<file path="config.mk">
export PLATFORM = sky130hd
export DESIGN_NAME = decode_stage_flat
export DESIGN_NICKNAME = d
export VERILOG_FILES = /design/src/rtl/cpu_pkg.sv /design/src/rtl/decode_stage_if.sv /design/src/rtl/reg_file.sv /design/src/rtl/decode_stage.sv /design/src/flat_wrapper.sv
export SDC_FILE = /design/constraint.sdc
export NUM_CORES = 2
export LEC_CHECK = 0
export ABC_AREA = 1
export CELL_PAD_IN_SITES_DETAIL_PLACEMENT = 1
export CELL_PAD_IN_SITES_GLOBAL_PLACEMENT = 2
export CORE_MARGIN = 2
export CORE_UTILIZATION = 36
export CTS_CLUSTER_DIAMETER = 80
export DETAILED_ROUTE_END_ITERATION = 8
export GPL_ROUTABILITY_DRIVEN = 1
export PLACE_DENSITY = 0.78
export SYNTH_ARGS = -nofsm -noshare
export SYNTH_HDL_FRONTEND = slang
export SYNTH_SLANG_ARGS = --single-unit
</file>
<file path="constraint.sdc">
create_clock -name clk -period 1.9 [get_ports clk]
set_clock_uncertainty 0.1 [all_clocks]
set_input_delay 0.38 -clock clk [delete_from_list [all_inputs] [get_ports clk]]
set_output_delay 0.38 -clock clk [all_outputs]
set_load 0.005 [all_outputs]
</file>
<file path="src/rtl/cpu_pkg.sv">
// Shared CPU definitions: opcode constants, instruction field positions,
// the decoded bundle type and the field-extraction helper used by decode.
package cpu_pkg;

  typedef logic [31:0] word_t;
  typedef logic [4:0]  reg_idx_t;
  typedef logic [5:0]  opcode_t;

  localparam opcode_t OP_RTYPE = 6'b000000;
  localparam opcode_t OP_BEQ   = 6'b000100;
  localparam opcode_t OP_BNE   = 6'b000101;
  localparam opcode_t OP_SW    = 6'b101011;
  localparam opcode_t OP_LUI   = 6'b010101;

  localparam int OPC_MSB   = 31;
  localparam int OPC_LSB   = 26;
  localparam int RS_MSB    = 25;
  localparam int RS_LSB    = 21;
  localparam int RT_MSB    = 20;
  localparam int RT_LSB    = 16;
  localparam int RD_MSB    = 15;
  localparam int RD_LSB    = 11;
  localparam int SHAMT_MSB = 10;
  localparam int SHAMT_LSB = 6;
  localparam int FUNCT_MSB = 5;
  localparam int FUNCT_LSB = 0;
  localparam int IMM_MSB   = 15;
  localparam int IMM_LSB   = 0;

  typedef struct packed {
    opcode_t        opcode;
    word_t          rs_content;
    word_t          rt_content;
    logic [4:0]     shamt;
    logic [5:0]     alu_control;
    logic [15:0]    immediate;
    reg_idx_t       dest_reg;
    logic           reg_write;
  } bundle_t;

  // Branches and stores are the only opcodes that never write a register.
  function automatic bundle_t decode_instr(input word_t instr, input word_t rs_val,
                                           input word_t rt_val);
    bundle_t b;
    opcode_t op;
    op            = instr[OPC_MSB:OPC_LSB];
    b.opcode      = op;
    b.rs_content  = rs_val;
    b.rt_content  = rt_val;
    b.shamt       = instr[SHAMT_MSB:SHAMT_LSB];
    b.alu_control = (op == OP_RTYPE) ? instr[FUNCT_MSB:FUNCT_LSB] : 6'b000000;
    b.immediate   = instr[IMM_MSB:IMM_LSB];
    b.dest_reg    = (op == OP_RTYPE) ? instr[RD_MSB:RD_LSB] : instr[RT_MSB:RT_LSB];
    b.reg_write   = !((op == OP_BEQ) || (op == OP_BNE) || (op == OP_SW));
    return b;
  endfunction

endpackage

</file>
<file path="src/rtl/decode_stage_if.sv">
// Handshake, writeback and decoded-bundle signals of the decode stage.
// slave is the decode stage itself; master is the surrounding pipeline.
interface decode_stage_if;
  import cpu_pkg::*;

  logic       in_valid;
  logic       in_ready;
  word_t      instruction;
  logic       wb_en;
  reg_idx_t   wb_addr;
  word_t      wb_data;
  logic       flush;
  logic       out_valid;
  logic       out_ready;
  opcode_t    opcode;
  word_t      rs_content;
  word_t      rt_content;
  logic [4:0] shamt;
  logic [5:0] ALU_control;
  logic [15:0] immediate;
  reg_idx_t   dest_reg;
  logic       reg_write;

  modport slave (
    input  in_valid, instruction, wb_en, wb_addr, wb_data, flush, out_ready,
    output in_ready, out_valid, opcode, rs_content, rt_content, shamt,
           ALU_control, immediate, dest_reg, reg_write
  );

  modport master (
    output in_valid, instruction, wb_en, wb_addr, wb_data, flush, out_ready,
    input  in_ready, out_valid, opcode, rs_content, rt_content, shamt,
           ALU_control, immediate, dest_reg, reg_write
  );

endinterface

</file>
<file path="src/rtl/reg_file.sv">
// 32x32 register file: two asynchronous read ports, one synchronous write
// port, asynchronous active-low clear. Register 0 is hardwired to zero.
module reg_file
  import cpu_pkg::*;
(
  input  logic     clk,
  input  logic     rst_n,
  input  reg_idx_t rd_addr_a,
  output word_t    rd_data_a,
  input  reg_idx_t rd_addr_b,
  output word_t    rd_data_b,
  input  logic     wr_en,
  input  reg_idx_t wr_addr,
  input  word_t    wr_data
);

  word_t regs [32];

  always_ff @(posedge clk or negedge rst_n) begin
    if (!rst_n) begin
      for (int i = 0; i < 32; i++) regs[i] <= '0;
    end else if (wr_en && (wr_addr != '0)) begin
      regs[wr_addr] <= wr_data;
    end
  end

  assign rd_data_a = (rd_addr_a == '0) ? '0 : regs[rd_addr_a];
  assign rd_data_b = (rd_addr_b == '0) ? '0 : regs[rd_addr_b];

endmodule

</file>
<file path="src/rtl/decode_stage.sv">
// Decode stage: single-entry pipeline register between fetch and ALU with
// operand read. Optional macro WB_FORWARD_EN bypasses same-cycle writeback.
module decode_stage
  import cpu_pkg::*;
(
  input  logic          clk,
  input  logic          rst_n,
  decode_stage_if.slave bus
);

  logic    valid_q;
  logic    accept;
  bundle_t bundle_q;
  bundle_t bundle_d;
  word_t   rf_a;
  word_t   rf_b;
  word_t   rs_val;
  word_t   rt_val;
  reg_idx_t rs_idx;
  reg_idx_t rt_idx;

  assign rs_idx = bus.instruction[RS_MSB:RS_LSB];
  assign rt_idx = bus.instruction[RT_MSB:RT_LSB];

  // flush wins over accept by closing the input side for that cycle
  assign bus.in_ready = !bus.flush && (!valid_q || bus.out_ready);
  assign accept       = bus.in_valid && bus.in_ready;

  reg_file u_reg_file (
    .clk       (clk),
    .rst_n     (rst_n),
    .rd_addr_a (rs_idx),
    .rd_data_a (rf_a),
    .rd_addr_b (rt_idx),
    .rd_data_b (rf_b),
    .wr_en     (bus.wb_en),
    .wr_addr   (bus.wb_addr),
    .wr_data   (bus.wb_data)
  );

`ifdef WB_FORWARD_EN
  always_comb begin
    rs_val = rf_a;
    rt_val = rf_b;
    if (bus.wb_en && (bus.wb_addr != '0) && (bus.wb_addr == rs_idx)) rs_val = bus.wb_data;
    if (bus.wb_en && (bus.wb_addr != '0) && (bus.wb_addr == rt_idx)) rt_val = bus.wb_data;
  end
`else
  assign rs_val = rf_a;
  assign rt_val = rf_b;
`endif

  assign bundle_d = decode_instr(bus.instruction, rs_val, rt_val);

  always_ff @(posedge clk or negedge rst_n) begin
    if (!rst_n) begin
      valid_q  <= 1'b0;
      bundle_q <= '0;
    end else begin
      if (bus.flush)          valid_q <= 1'b0;
      else if (accept)        valid_q <= 1'b1;
      else if (bus.out_ready) valid_q <= 1'b0;
      if (accept) bundle_q <= bundle_d;
    end
  end

  assign bus.out_valid   = valid_q;
  assign bus.opcode      = bundle_q.opcode;
  assign bus.rs_content  = bundle_q.rs_content;
  assign bus.rt_content  = bundle_q.rt_content;
  assign bus.shamt       = bundle_q.shamt;
  assign bus.ALU_control = bundle_q.alu_control;
  assign bus.immediate   = bundle_q.immediate;
  assign bus.dest_reg    = bundle_q.dest_reg;
  assign bus.reg_write   = bundle_q.reg_write;

endmodule

</file>
<file path="src/flat_wrapper.sv">
// flat-port wrapper written by rule: the top's interface ports become plain ports
module decode_stage_flat import cpu_pkg::*;
  (clk, rst_n, bus_in_valid, bus_instruction, bus_wb_en, bus_wb_addr, bus_wb_data, bus_flush, bus_out_ready, bus_in_ready, bus_out_valid, bus_opcode, bus_rs_content, bus_rt_content, bus_shamt, bus_ALU_control, bus_immediate, bus_dest_reg, bus_reg_write);
  decode_stage_if bus_i ();
  input  logic clk;
  input  logic rst_n;
  input wire logic [$bits(bus_i.in_valid)-1:0] bus_in_valid;
  input wire logic [$bits(bus_i.instruction)-1:0] bus_instruction;
  input wire logic [$bits(bus_i.wb_en)-1:0] bus_wb_en;
  input wire logic [$bits(bus_i.wb_addr)-1:0] bus_wb_addr;
  input wire logic [$bits(bus_i.wb_data)-1:0] bus_wb_data;
  input wire logic [$bits(bus_i.flush)-1:0] bus_flush;
  input wire logic [$bits(bus_i.out_ready)-1:0] bus_out_ready;
  output wire logic [$bits(bus_i.in_ready)-1:0] bus_in_ready;
  output wire logic [$bits(bus_i.out_valid)-1:0] bus_out_valid;
  output wire logic [$bits(bus_i.opcode)-1:0] bus_opcode;
  output wire logic [$bits(bus_i.rs_content)-1:0] bus_rs_content;
  output wire logic [$bits(bus_i.rt_content)-1:0] bus_rt_content;
  output wire logic [$bits(bus_i.shamt)-1:0] bus_shamt;
  output wire logic [$bits(bus_i.ALU_control)-1:0] bus_ALU_control;
  output wire logic [$bits(bus_i.immediate)-1:0] bus_immediate;
  output wire logic [$bits(bus_i.dest_reg)-1:0] bus_dest_reg;
  output wire logic [$bits(bus_i.reg_write)-1:0] bus_reg_write;
  assign bus_i.in_valid = bus_in_valid;
  assign bus_i.instruction = bus_instruction;
  assign bus_i.wb_en = bus_wb_en;
  assign bus_i.wb_addr = bus_wb_addr;
  assign bus_i.wb_data = bus_wb_data;
  assign bus_i.flush = bus_flush;
  assign bus_i.out_ready = bus_out_ready;
  assign bus_in_ready = bus_i.in_ready;
  assign bus_out_valid = bus_i.out_valid;
  assign bus_opcode = bus_i.opcode;
  assign bus_rs_content = bus_i.rs_content;
  assign bus_rt_content = bus_i.rt_content;
  assign bus_shamt = bus_i.shamt;
  assign bus_ALU_control = bus_i.ALU_control;
  assign bus_immediate = bus_i.immediate;
  assign bus_dest_reg = bus_i.dest_reg;
  assign bus_reg_write = bus_i.reg_write;
  decode_stage u_core (.clk(clk), .rst_n(rst_n), .bus(bus_i));
endmodule
</file>
==> impl_results.md <==
* Most frequent cells in the layout: nand2_1, dfrtp_1, nand3_1
* RSZ-0062 raised after global routing: true
* DRC viols at 0
* Footprint of the multi-input gates at 28,800 um^2
* Vias per cell at 5.68
* Core Rows at 149
* Core area at 165,000 um^2
* Root buf cell: clkbuf_16
* Die width at 411 um
* Worst path max stage delay at 0.37 ns
* Total die area at 169,000 um^2
* Post-DP HPWL at 191,000 um
* Clock Pin Slew Worst Setup and Hold Paths at 0.06 ns
* FMAX at 512 MHz
* Number of routed nets with antenna violations at 0
* Top reg by flops: u_core.u_reg_file.regs
* Slew HR at 65.8%
* Max-capacitance violation count at 0
* Clk pwr share at 36.5%
* CP max-delay cell: dfrtp_1
* PwrDens at 1000 nW/um^2
* Die Ht at 411 um
* Via count at 63,141
* WS Path Type: reg -> out
* Critical path arrival at 1.47 ns
* Critical Path Fanout Max at 2
* Critical Path Most Common Cell: buf_6
* CP endpoint kind: primary output
* Worst Tran Pin Value at 0.513 ns
* Cells after synthesis at 8,623
* Register-to-register setup slack at 0.08 ns
* Largest net degree at the start of global routing at 69
* Yosys cell types at 24
* DRT Pass-1 Iters at 5
* Synthesized Nets at 8,698
* Total routed wirelength at 288,000 um
* Logic pwr share at 20.2%
* Slew Viols, Final at 0
* Fillcell total at 20,331
* HP Class: in -> reg
* H-tree depth at 4
* Placed Cells at 10,842
* PnR worst setup slack at -0.0530 ns
* Initial antenna violation count at 2
* Period utilisation layout at 103%
* Total track usage at 33.8%
* Setup Viol. Count Final at 12
* Worst endpoint required time at 1.42 ns
* Placer Congestion at 0.875
* Max reg flops at 1,024
* Cell-internal power at 50,100 uW
* Sequential Power Share at 43.3%
* Clk sinks at 1,123
* Drt wl/cell at 25.9 um
* Max Buffers Root-to-Sink at 3
* Commonest non-fill, non-tap cell in the layout: nand2_1
* # nets final at 8,895
* Area grow syn2layout at 24.4%
* Run status: complete, but fails checks
* Switching Power at 24,200 uW
* Synth Register Bits at 1,123
* Syn Std Cell Area at 59,700 um^2
* Sw frac at 32.6%
* Starting Density at 36.2%
* IO Count at 180
* Layout cells sized above 1 at 11.5%
* Period minus WS final at 1.95 ns
* Vias in the first global route at 64,592
* Post-route insts no fill at 11,109
* Final hold viol count at 0
* CP Launch Type: flip-flop
* CTS tree: built
* CTS buffer count at 142
* Leakage at 0.0360 uW
* Register area at 28,100 um^2
* Global-route wire length before repair at 430,000 um
* Crit path buf inv count at 3
* Register area share after synthesis at 47.1%
* Overflow after GRT at 0
* Delay-heaviest family, CP: flip-flops
* Failing checks: setup timing
* Fin Hold WS at 0.0514 ns
* CP cell instances: buf_4 -> buf_6 -> buf_6
* Port bufs at 179
* Clk_lat worst skew at 0.78 ns
* Synthesized area per cell at 6.92 um^2
* Max IR drop VDD at 0.911 mV
* Yosys warnings at 0
* Initial DRC Count at 5,984
-- logic make-up after synthesis --
family | count (synthesis) | synth area share, %
DFF | 1123 | 47.1
AOI/OAI and AO/OA | 1330 | 11.2
buffers and inverters | 814 | 5.20
and+or+nand+nor | 5356 | 36.5
-- per-layer routing --
metal / routed length, um / global-route usage (%) / share of wire (%)
met5: 0 / 0 / 0
met4: 12200 / 13.3 / 4.2
met3: 17100 / 4.16 / 5.9
met2: 133000 / 54.8 / 46
met1: 125000 / 45.9 / 44
-- what timing repair did --
item	in CTS	in global routing
setup buffers	21	2
setup endpoints to repair	105	64
endpoints found under the hold margin	845	0
hold buffers	3	0
pin swaps	2	1
resized for setup	467	14
-- worst min-delay path, delay by kind of cell --
| kind | cells | cell delay (ns) |
|---|---|---|
| buf+inv | 1 | 0.40 |
| simple gates | 2 | 0.11 |
-- per-stage QoR --
step	worst slack (ns)	instance area (um^2)	total power [uW]	setup TNS, ns	utilization (%)
after floorplan	0.0514	59700	39800	0	-
after global placement	-0.483	69800	46700	-317.60	42.3
after detailed placement	-0.515	69800	47400	-358.90	42.3
after CTS	-0.106	74200	74600	-0.804	45.0
after global routing	-0.136	74300	78100	-0.644	45.1
final	-0.0530	74300	74400	-0.207	45.1
-- worst paths after layout --
kind                                        startpoint                           to  cells past startpoint
min                                 bus_instruction[7]      u_core.bus.immediate[7]                      3
min reg2reg                u_core.u_reg_file.regs[999]  u_core.u_reg_file.regs[999]                      0
max                               u_core.bus.out_valid                bus_out_valid                      3
max in group asynchronous                        rst_n  u_core.u_reg_file.regs[295]                      3
min in group asynchronous                        rst_n  u_core.u_reg_file.regs[679]                      3
max reg2reg                       u_core.bus.out_valid    u_core.bus.rs_content[17]                      9
-- final cells by class --
class,count,area share [%]
tap,2189,3.69
inverter,54,0.320
clock buffer,211,5.70
timing repair buffer,813,13.3
clock inverter,31,0.391
sequential,1123,37.9
multi-input combinational,6686,38.7
antenna,2,0.00674
-- synth_stat cells (all sizes together) --
| cell type | n | area share, % |
|---|---|---|
| a21oi | 384 | 3.2 |
| a22o | 1 | 0.015 |
| a31oi | 1 | 0.010 |
| a41oi | 2 | 0.029 |
| buf | 72 | 0.54 |
| clkbuf | 688 | 4.3 |
| clkinv | 3 | 0.019 |
| dfrtp | 1123 | 47 |
| inv | 51 | 0.32 |
| nand2 | 4048 | 26 |
| nand3 | 1093 | 9.2 |
| nand3b | 63 | 0.79 |
| nand4 | 2 | 0.021 |
| nor2 | 137 | 0.87 |
| nor3 | 11 | 0.11 |
| nor4 | 2 | 0.071 |
| o211ai | 2 | 0.025 |
| o21ai | 940 | 7.9 |
-- power groups by stage --
stage | logic, uW | registers, uW | clock network (uW)
detailed placement | 15100 | 32300 | 0
global route | 17000 | 32700 | 28400
global placement | 14500 | 32200 | 0
finish | 15100 | 32200 | 27100
floorplan | 8700 | 31100 | 0
CTS | 15100 | 32000 | 27500
Power figures use the tool's default switching activity.
